===== config.mk =====
export PLATFORM = sky130hd
export DESIGN_NAME = mod6343_red_sched
export DESIGN_NICKNAME = d
export VERILOG_FILES = /design/src/rtl/mod6343_pkg.sv /design/src/rtl/mod6343_rr_arb.sv /design/src/rtl/mod6343_red_sched.sv
export SDC_FILE = /design/constraint.sdc
export NUM_CORES = 1
export LEC_CHECK = 0
export CORE_ASPECT_RATIO = 2
export CORE_MARGIN = 2
export CORE_UTILIZATION = 42
export DETAILED_ROUTE_END_ITERATION = 6
export PLACE_DENSITY = 0.76
export RECOVER_POWER = 50
export SYNTH_ARGS = -nofsm -noshare
export SYNTH_HDL_FRONTEND = slang
export SYNTH_SLANG_ARGS = --single-unit

===== constraint.sdc =====
create_clock -name clk -period 7 [get_ports clk]
set_input_delay 2.1 -clock clk [delete_from_list [all_inputs] [get_ports clk]]
set_output_delay 2.1 -clock clk [all_outputs]
set_load 0.005 [all_outputs]

===== src/rtl/mod6343_pkg.sv =====
// Shared constants and record types for the mod-6343 reducer scheduler.
// Field widths in rsp_t are upper bounds; instances use the low bits they need.
package mod6343_pkg;

  localparam int Q         = 6343;
  localparam int QH        = 3171;
  localparam int IN_W      = 35;
  localparam int OUT_W     = 13;
  localparam int MAX_ID_W  = 3;
  localparam int MAX_TAG_W = 16;

  typedef struct packed {
    logic [MAX_ID_W-1:0]  id;
    logic [MAX_TAG_W-1:0] tag;
    logic [OUT_W-1:0]     data;
  } rsp_t;

  function automatic int idxWidth(input int n);
    return (n > 1) ? $clog2(n) : 1;
  endfunction

endpackage


===== src/rtl/mod6343_rr_arb.sv =====
// Round-robin picker: first requester strictly after ptr (wrapping) wins.
// Purely combinational; the caller owns the pointer register.
module mod6343_rr_arb
  import mod6343_pkg::*;
#(
  parameter int NREQ = 4,
  parameter int IDW  = idxWidth(NREQ)
) (
  input  logic [NREQ-1:0] req,
  input  logic [IDW-1:0]  ptr,
  output logic [NREQ-1:0] grant,
  output logic [IDW-1:0]  grantIdx,
  output logic            grantAny
);

  logic [IDW-1:0]  candIdx [NREQ];
  logic [NREQ-1:0] candHit;

  // Candidate gi is the requester gi+1 positions after the pointer.
  for (genvar gi = 0; gi < NREQ; gi++) begin : gCand
    assign candIdx[gi] = IDW'((int'(ptr) + gi + 1) % NREQ);
    assign candHit[gi] = req[candIdx[gi]];
  end

  always_comb begin
    grant    = '0;
    grantIdx = '0;
    grantAny = 1'b0;
    for (int k = NREQ - 1; k >= 0; k--) begin
      if (candHit[k]) begin
        grant              = '0;
        grant[candIdx[k]]  = 1'b1;
        grantIdx           = candIdx[k];
        grantAny           = 1'b1;
      end
    end
  end

endmodule


===== src/rtl/mod6343_red_sched.sv =====
// Shares one fixed-latency mod-6343 reducer among NREQ requesters, tracking
// id/tag alongside each operand and buffering results in a credit-guarded FIFO.
module mod6343_red_sched
  import mod6343_pkg::*;
#(
  parameter int NREQ    = 4,
  parameter int RED_LAT = 3,
  parameter int TAGW    = 4,
  parameter int DEPTH   = 8
) (
  input  logic                   clk,
  input  logic                   Reset,
  input  logic [NREQ-1:0]        req_valid,
  input  logic [NREQ*IN_W-1:0]   req_data,
  input  logic [NREQ*TAGW-1:0]   req_tag,
  output logic [NREQ-1:0]        req_ready,
  output logic [IN_W-1:0]        red_in,
  input  logic [OUT_W-1:0]       red_out,
  output logic                   rsp_valid,
  input  logic                   rsp_ready,
  output logic [$clog2(NREQ)-1:0] rsp_id,
  output logic [TAGW-1:0]        rsp_tag,
  output logic [OUT_W-1:0]       rsp_data
);

  localparam int IDW = $clog2(NREQ);
  localparam int CW  = $clog2(DEPTH + 1);
  localparam int PW  = $clog2(DEPTH);   // DEPTH must be a power of two >= 2

  logic [IN_W-1:0] reqDataArr [NREQ];
  logic [TAGW-1:0] reqTagArr  [NREQ];

  for (genvar gi = 0; gi < NREQ; gi++) begin : gUnpack
    assign reqDataArr[gi] = req_data[IN_W*gi +: IN_W];
    assign reqTagArr[gi]  = req_tag[TAGW*gi +: TAGW];
  end

  logic [IDW-1:0]  ptrReg;
  logic [NREQ-1:0] grant;
  logic [IDW-1:0]  grantIdx;
  logic            grantAny;

  mod6343_rr_arb #(
    .NREQ (NREQ),
    .IDW  (IDW)
  ) uArb (
    .req      (req_valid),
    .ptr      (ptrReg),
    .grant    (grant),
    .grantIdx (grantIdx),
    .grantAny (grantAny)
  );

  logic [CW-1:0] credReg;
  logic          issueOk;
  logic          accept;
  logic          pop;

  // A pop in the same cycle does not free a credit; keeps issue off the pop path.
  assign issueOk   = credReg < CW'(DEPTH);
  assign req_ready = grant & {NREQ{issueOk}};
  assign accept    = grantAny & issueOk;
  assign pop       = rsp_valid & rsp_ready;

  logic [RED_LAT:0]           pipeValid;
  logic [RED_LAT:0][IDW-1:0]  pipeId;
  logic [RED_LAT:0][TAGW-1:0] pipeTag;

  logic [PW:0] wrPtr;
  logic [PW:0] wrPtrVis;
  logic [PW:0] rdPtr;
  logic        push;
  logic        fifoFull;
  rsp_t        pushEntry;
  rsp_t        mem [DEPTH];

  assign push     = pipeValid[RED_LAT];
  assign fifoFull = (wrPtr - rdPtr) == (PW+1)'(DEPTH);

  always_comb begin
    pushEntry      = '0;
    pushEntry.id   = MAX_ID_W'(pipeId[RED_LAT]);
    pushEntry.tag  = MAX_TAG_W'(pipeTag[RED_LAT]);
    pushEntry.data = red_out;
  end

  always_ff @(posedge clk) begin
    if (Reset) begin
      ptrReg    <= IDW'(NREQ - 1);
      credReg   <= '0;
      red_in    <= '0;
      pipeValid <= '0;
      pipeId    <= '0;
      pipeTag   <= '0;
      wrPtr     <= '0;
      wrPtrVis  <= '0;
      rdPtr     <= '0;
    end else begin
      if (accept) begin
        ptrReg <= grantIdx;
      end
      unique case ({accept, pop})
        2'b10:   credReg <= credReg + CW'(1);
        2'b01:   credReg <= credReg - CW'(1);
        default: credReg <= credReg;
      endcase
      red_in    <= accept ? reqDataArr[grantIdx] : '0;
      // The id/tag pipeline is one stage longer than the reducer so its exit
      // lines up with red_out holding the matching result.
      pipeValid <= {pipeValid[RED_LAT-1:0], accept};
      pipeId    <= {pipeId[RED_LAT-1:0], grantIdx};
      pipeTag   <= {pipeTag[RED_LAT-1:0], reqTagArr[grantIdx]};
      if (push) begin
        wrPtr <= wrPtr + (PW+1)'(1);
      end
      // Writes become visible to the consumer one cycle after they land.
      wrPtrVis <= wrPtr;
      if (pop) begin
        rdPtr <= rdPtr + (PW+1)'(1);
      end
    end
  end

  always_ff @(posedge clk) begin
    if (!Reset && push) begin
      mem[wrPtr[PW-1:0]] <= pushEntry;
    end
  end

  assign rsp_valid = rdPtr != wrPtrVis;
  assign rsp_id    = rsp_valid ? mem[rdPtr[PW-1:0]].id[IDW-1:0]   : '0;
  assign rsp_tag   = rsp_valid ? mem[rdPtr[PW-1:0]].tag[TAGW-1:0] : '0;
  assign rsp_data  = rsp_valid ? mem[rdPtr[PW-1:0]].data          : '0;

  noOverflow: assert property (@(posedge clk) disable iff (Reset) push |-> !fifoFull);

endmodule

Yosys cells after proc, flatten, opt, wreduce, memory -nomap -nowiden

Memories as Yosys holds them, arrays and structs flattened. A register that Yosys moved wholly into a read port is not among the register bits.
Index checks and enable logic that the tools add are counted.

Memory bits (writable): 152
Memories kept: 1
Bits of input ports: 176
Output and inout port bits: 59
Register bits: 81
Logic and storage cells: 94

Add/sub/neg operators: 10
Eq/ne operators: 3
$lt $le $gt $ge: 10
Bitwise operators: 5
Muxes and demuxes: 42
Reductions and logical operators: 8

Memory list:

| memory | words | width | read ports | clocked after Yosys merged registers in | write ports | RTL line                | text |
|---|---|---|---|---|---|---|---|
| mem    | 8     | 19    | 1          | 1                                       | 1           | mod6343_red_sched.sv:75 | `rsp_t mem [DEPTH];` |

Operators by type and width:

| kind                                                                         | number |
|---|---|
| 35-bit binary-select mux with 2-bit select                                   | 1 |
| 35-bit 2-to-1 mux                                                            | 2 |
| 4-bit 2-to-1 mux                                                             | 7 |
| 1-bit 2-to-1 mux                                                             | 14 |
| 13-bit 2-to-1 mux                                                            | 1 |
| 4-bit by 1-bit adder with 4-bit output, second input constant                | 3 |
| 2-bit by 3-bit less-than comparator with 1-bit output, second input constant | 4 |
| 2-bit adder, second input constant                                           | 5 |
| 2-bit 2-to-1 mux                                                             | 5 |
| 1-bit binary-select mux with 2-bit select                                    | 4 |
| 4-bit binary-select mux with 2-bit select                                    | 1 |
| 1-bit demux with 2-bit select                                                | 4 |
| 2-bit by 1-bit >= comparator with 1-bit output, second input constant        | 4 |
| 4-bit one-hot mux with 2 select lines                                        | 1 |
| 3-bit 2-to-1 mux                                                             | 2 |
| 1-bit logical AND                                                            | 5 |
| 4-bit AND                                                                    | 1 |
| 4-bit less-than comparator, second input constant                            | 1 |
| 4-bit inequality test                                                        | 1 |
| 4-bit by 1-bit subtractor with 4-bit output, second input constant           | 1 |
| 3-bit >= comparator, second input constant                                   | 1 |
| 2-bit NOT with 3-bit output                                                  | 1 |
| 2-bit by 1-bit adder with 2-bit output, second input constant                | 1 |
| 1-bit AND                                                                    | 2 |
| other kinds (6)                                                              | 6 |

Depth between registers and ports, before layout

Depth after elaboration: 12
Depth in mapped cells: 17
Depth with buffers taken out: 13

Hierarchy

A second synthesis with hierarchy kept.

Cells, all modules: 605
Area total of the unflattened synthesis: 10075.9 um^2

Modules (own cells, without submodules):

| module            | cells an instance | sequential area each (um^2) | area each (um^2) | instances |
|---|---|---|---|---|
| mod6343_red_sched | 533               | 6246.0                      | 9476.6           | 1 |
| mod6343_rr_arb    | 72                | 0.0                         | 599.3            | 1 |

Least setup slack after synthesis

OpenSTA, ideal clock, no wires.

Path type: input port to output port
From: in req_valid[1]
To: out req_ready[0]
Data required time: 4.900 ns
Setup slack: 1.316 ns
Data arrival time: 3.584 ns
Cell stages on the path: 6
Buffers on the path: 1
Cell sequence: clkbuf_1 -> mux4_2 -> a221oi_4 -> a221o_1 -> o211ai_1 -> a21oi_1

Longest elaborated chain between the ends: 7
Elaborated cells on any way between the ends: 13
Those cells by class: 12 x mux; 1 x bitwise

RTL lines:

| item                                      | RTL line                | text |
|---|---|---|
| from (decl)                               | mod6343_red_sched.sv:13 | `input logic [NREQ-1:0] req_valid,` |
| 1-bit binary-select mux with 2-bit select | mod6343_rr_arb.sv:22    | `assign candHit[gi] = req[candIdx[gi]];` |
| 1-bit 2-to-1 mux (implied by the code)    | mod6343_rr_arb.sv:22    |  |
| 4-bit 2-to-1 mux (3 in series)            | mod6343_rr_arb.sv:30    | `if (candHit[k]) begin` |
| 4-bit 2-to-1 mux *                        | mod6343_rr_arb.sv:30    |  |
| 4-bit AND *                               | mod6343_red_sched.sv:61 | `assign req_ready = grant & {NREQ{issueOk}};` |
| to (decl)                                 | mod6343_red_sched.sv:16 | `output logic [NREQ-1:0] req_ready,` |

Every way passes the cells marked *; elsewhere a longest branch is shown, timed or not. The select of a mux whose other input is x is not followed.

Worst setup path after layout

From: in req_valid[1]
To: out req_ready[2]

The elaborated chain is that of the path after synthesis.

==> results.json <==
{
  "place_inst": 1554,
  "drt_pass1_iterations": 4,
  "layout_common_cells": "clkdlybuf4s50_1 (220), edfxtp_1 (152), nor2_1 (110)",
  "syn_area_mm2": 0.0120,
  "crit_chain": "clkdlybuf4s50_1, mux4_2, a221oi_4, a221o_1, o211ai_1, a21oi_1, clkdlybuf4s50_1",
  "finClkSkew_ns": 0.0106,
  "synth-edff-count": 152,
  "drcViolationCount": 0,
  "fp.dieH_um": 243,
  "wire_per_inst_um": 20.4,
  "n_fill_cell": 2369,
  "busiest_layer": "met2",
  "routabilityCongestion": 0.850,
  "cts_setup_buffers": 0,
  "ff2ff_path_depth": 10,
  "grt_pass1_vias": 9625,
  "crit_path_start_kind": "input port",
  "clk_latency_ns": 0.50,
  "io_pins": 235,
  "grt_use_total": 0.215,
  "crit_top_cell": "clkdlybuf4s50_1",
  "io_buffers": 234,
  "synth_nets": 1210,
  "synth_ff_type": "edfxtp_1",
  "crit_fanout": 9,
  "core-area_mm2": 0.0282,
  "power_mw": 5.37,
  "hold_slack_ns": 0.431,
  "maxCapViolations": 1,
  "reg2reg_from": "ptrReg[1]",
  "use_met1": 0.229,
  "p_per_area_mw_per_mm2": 348,
  "r2r_slack_ns": 2.75,
  "cts_buffer_depth": 3,
  "fin_ws_ns": 0.235,
  "hold_viol": 0,
  "slew_headroom": -0.261,
  "fin_crit_sh": 0.966,
  "period_minus_slack_ns": 6.76,
  "pre_cts_slack_ns": 0.283,
  "violations": "max-capacitance violations, max-slew violations",
  "drtAntennaViolNets": 0,
  "design_area_mm2": 0.0154,
  "antenna_found_initial": 1,
  "grt_max_degree": 75,
  "htree_levels": 1,
  "use_met2": 0.394,
  "cp-endpoint": "req_ready[2]",
  "cts_tree": "yes",
  "area_growth_syn_to_layout_pct": 28.3,
  "num_rows": 87,
  "start_util": 0.427,
  "cts.clk_slew.worst_paths_ns": 0.07,
  "worst_pin_slew_ns": 1.89,
  "syn_inst": 1021,
  "cp_slowest_stage_delay_ns": 0.65,
  "dpl.hpwl_mm": 22.2,
  "startpoint": "req_valid[1]",
  "synth_seq_cells": 236,
  "use_met3": 0.0475,
  "fin_cells": 1590,
  "hold_path_class": "reg2reg",
  "cp-end-kind": "output pin",
  "hold_buffers": 0,
  "critPathSlowestCell": "mux4_2",
  "synth.distinct_cells": 57,
  "wl_mm": 32.4,
  "fmax_mhz": 148,
  "p_leak_nw": 5.54,
  "cts_buffers": 21,
  "peakVddDrop_mv": 0.317,
  "finalMaxSlewViolations": 44,
  "setup_violations": 0,
  "die_w_um": 124,
  "postPlaceCellArea_mm2": 0.0148,
  "crit_arrival_ns": 4.66,
  "post_cts_resize_count": 0,
  "status": "finished, violations left",
  "final_layout_size_suffix_gt1_frac": 0.105,
  "path_class": "in2out",
  "seq_area_frac_synth": 0.519,
  "post-route-util": 0.547,
  "drt_iter0_markers": 631,
  "required_ns": 4.90,
  "cts_root_buf": "clkbuf_16",
  "dieArea_mm2": 0.0301,
  "async_reset_ff_frac": 0,
  "final_common_cell": "clkdlybuf4s50_1",
  "vias": 9349,
  "syn_avg_cell_area_um2": 11.8,
  "yosys_warnings": 0,
  "worstReg2RegEnd": "red_in[22]",
  "rsz0062_at_grt": "false",
  "globalRouteOverflowTotal": 0,
  "via_per_inst": 5.88,
  "layout.nets": 1410,
  "grt_pass1_wl_mm": 51.3,
  "fin_tns_setup_ns": 0,
  "cts.sinks": 236
}
==> how the worst min path moves through the flow <==
stage                        end          from  cells past startpoint  slack (ns)
finish               pipeTag[15]   pipeTag[11]                      1        0.43
global route         pipeTag[15]   pipeTag[11]                      1        0.44
CTS                  pipeTag[15]   pipeTag[11]                      1        0.43
detailed placement    pipeTag[7]    pipeTag[3]                      1        0.42
global placement    pipeValid[1]  pipeValid[0]                      1        0.42
floorplan              pipeId[2]     pipeId[0]                      1        0.41
==> worst max-delay path, delay by kind of cell <==
family	cells	cell delay (ns)
buffers and inverters	2	1.09
AO/OA/AOI/OAI	4	0.82
multiplexers	1	0.65
==> per-layer routing <==
metal	vias to the layer above	part of all wire
met5	-	0
met4	0	0.040
met3	80	0.067
met2	368	0.55
met1	4558	0.35
li1	4343	-
==> cell families (layout without fill, tap and decap cells) <==
kind of cell / Yosys count / in the layout / synth area share
other cells: 0 / 1 / 0
simple gates: 252 / 252 / 0.104
flops: 236 / 236 / 0.519
xor+xnor: 13 / 13 / 0.00947
mux: 145 / 145 / 0.164
compound gates: 263 / 263 / 0.157
fa+ha+maj: 13 / 13 / 0.0135
buf+inv: 99 / 311 / 0.0339
==> synthesized netlist by cell type, drive strengths merged, types with 27 or more instances <==
cell    instances  area (µm²)
or3            34         213
a21o           34         255
dfxtp          84        1680
o31ai          35         268
mux2i         102        1030
nor2b          27         169
nor2          111         419
nand4          35         219
a211o          35         307
edfxtp        152        4560
mux4           40         901
o211ai         39         293
a21oi          82         414
clkbuf         63         236
==> layout make-up <==
type,count,area [µm²],area share
tap,356,445,0.0289
clock buffer,23,533,0.0345
antenna,1,2.50,0.000162
multi-input combinational,686,5460,0.354
clock inverter,12,118,0.00762
inverter,10,37.5,0.00243
sequential,236,6250,0.405
timing repair buffer,266,2580,0.167
==> report_power, final <==
group          leakage (nW)  internal [mW]  total, mW  switching [mW]
logic                  3.15           1.10       2.53            1.44
clock network         0.307          0.599       1.12           0.517
registers              2.08           1.63       1.72          0.0918
==> registers in the layout (all words and copies together) (netlist names), 8 cells and up, named ones only <==
| name | cells |
|---|---|
| mem | 152 |
| pipeId | 8 |
| pipeTag | 16 |
| red_in | 35 |
(Power assumes the default switching activity.)
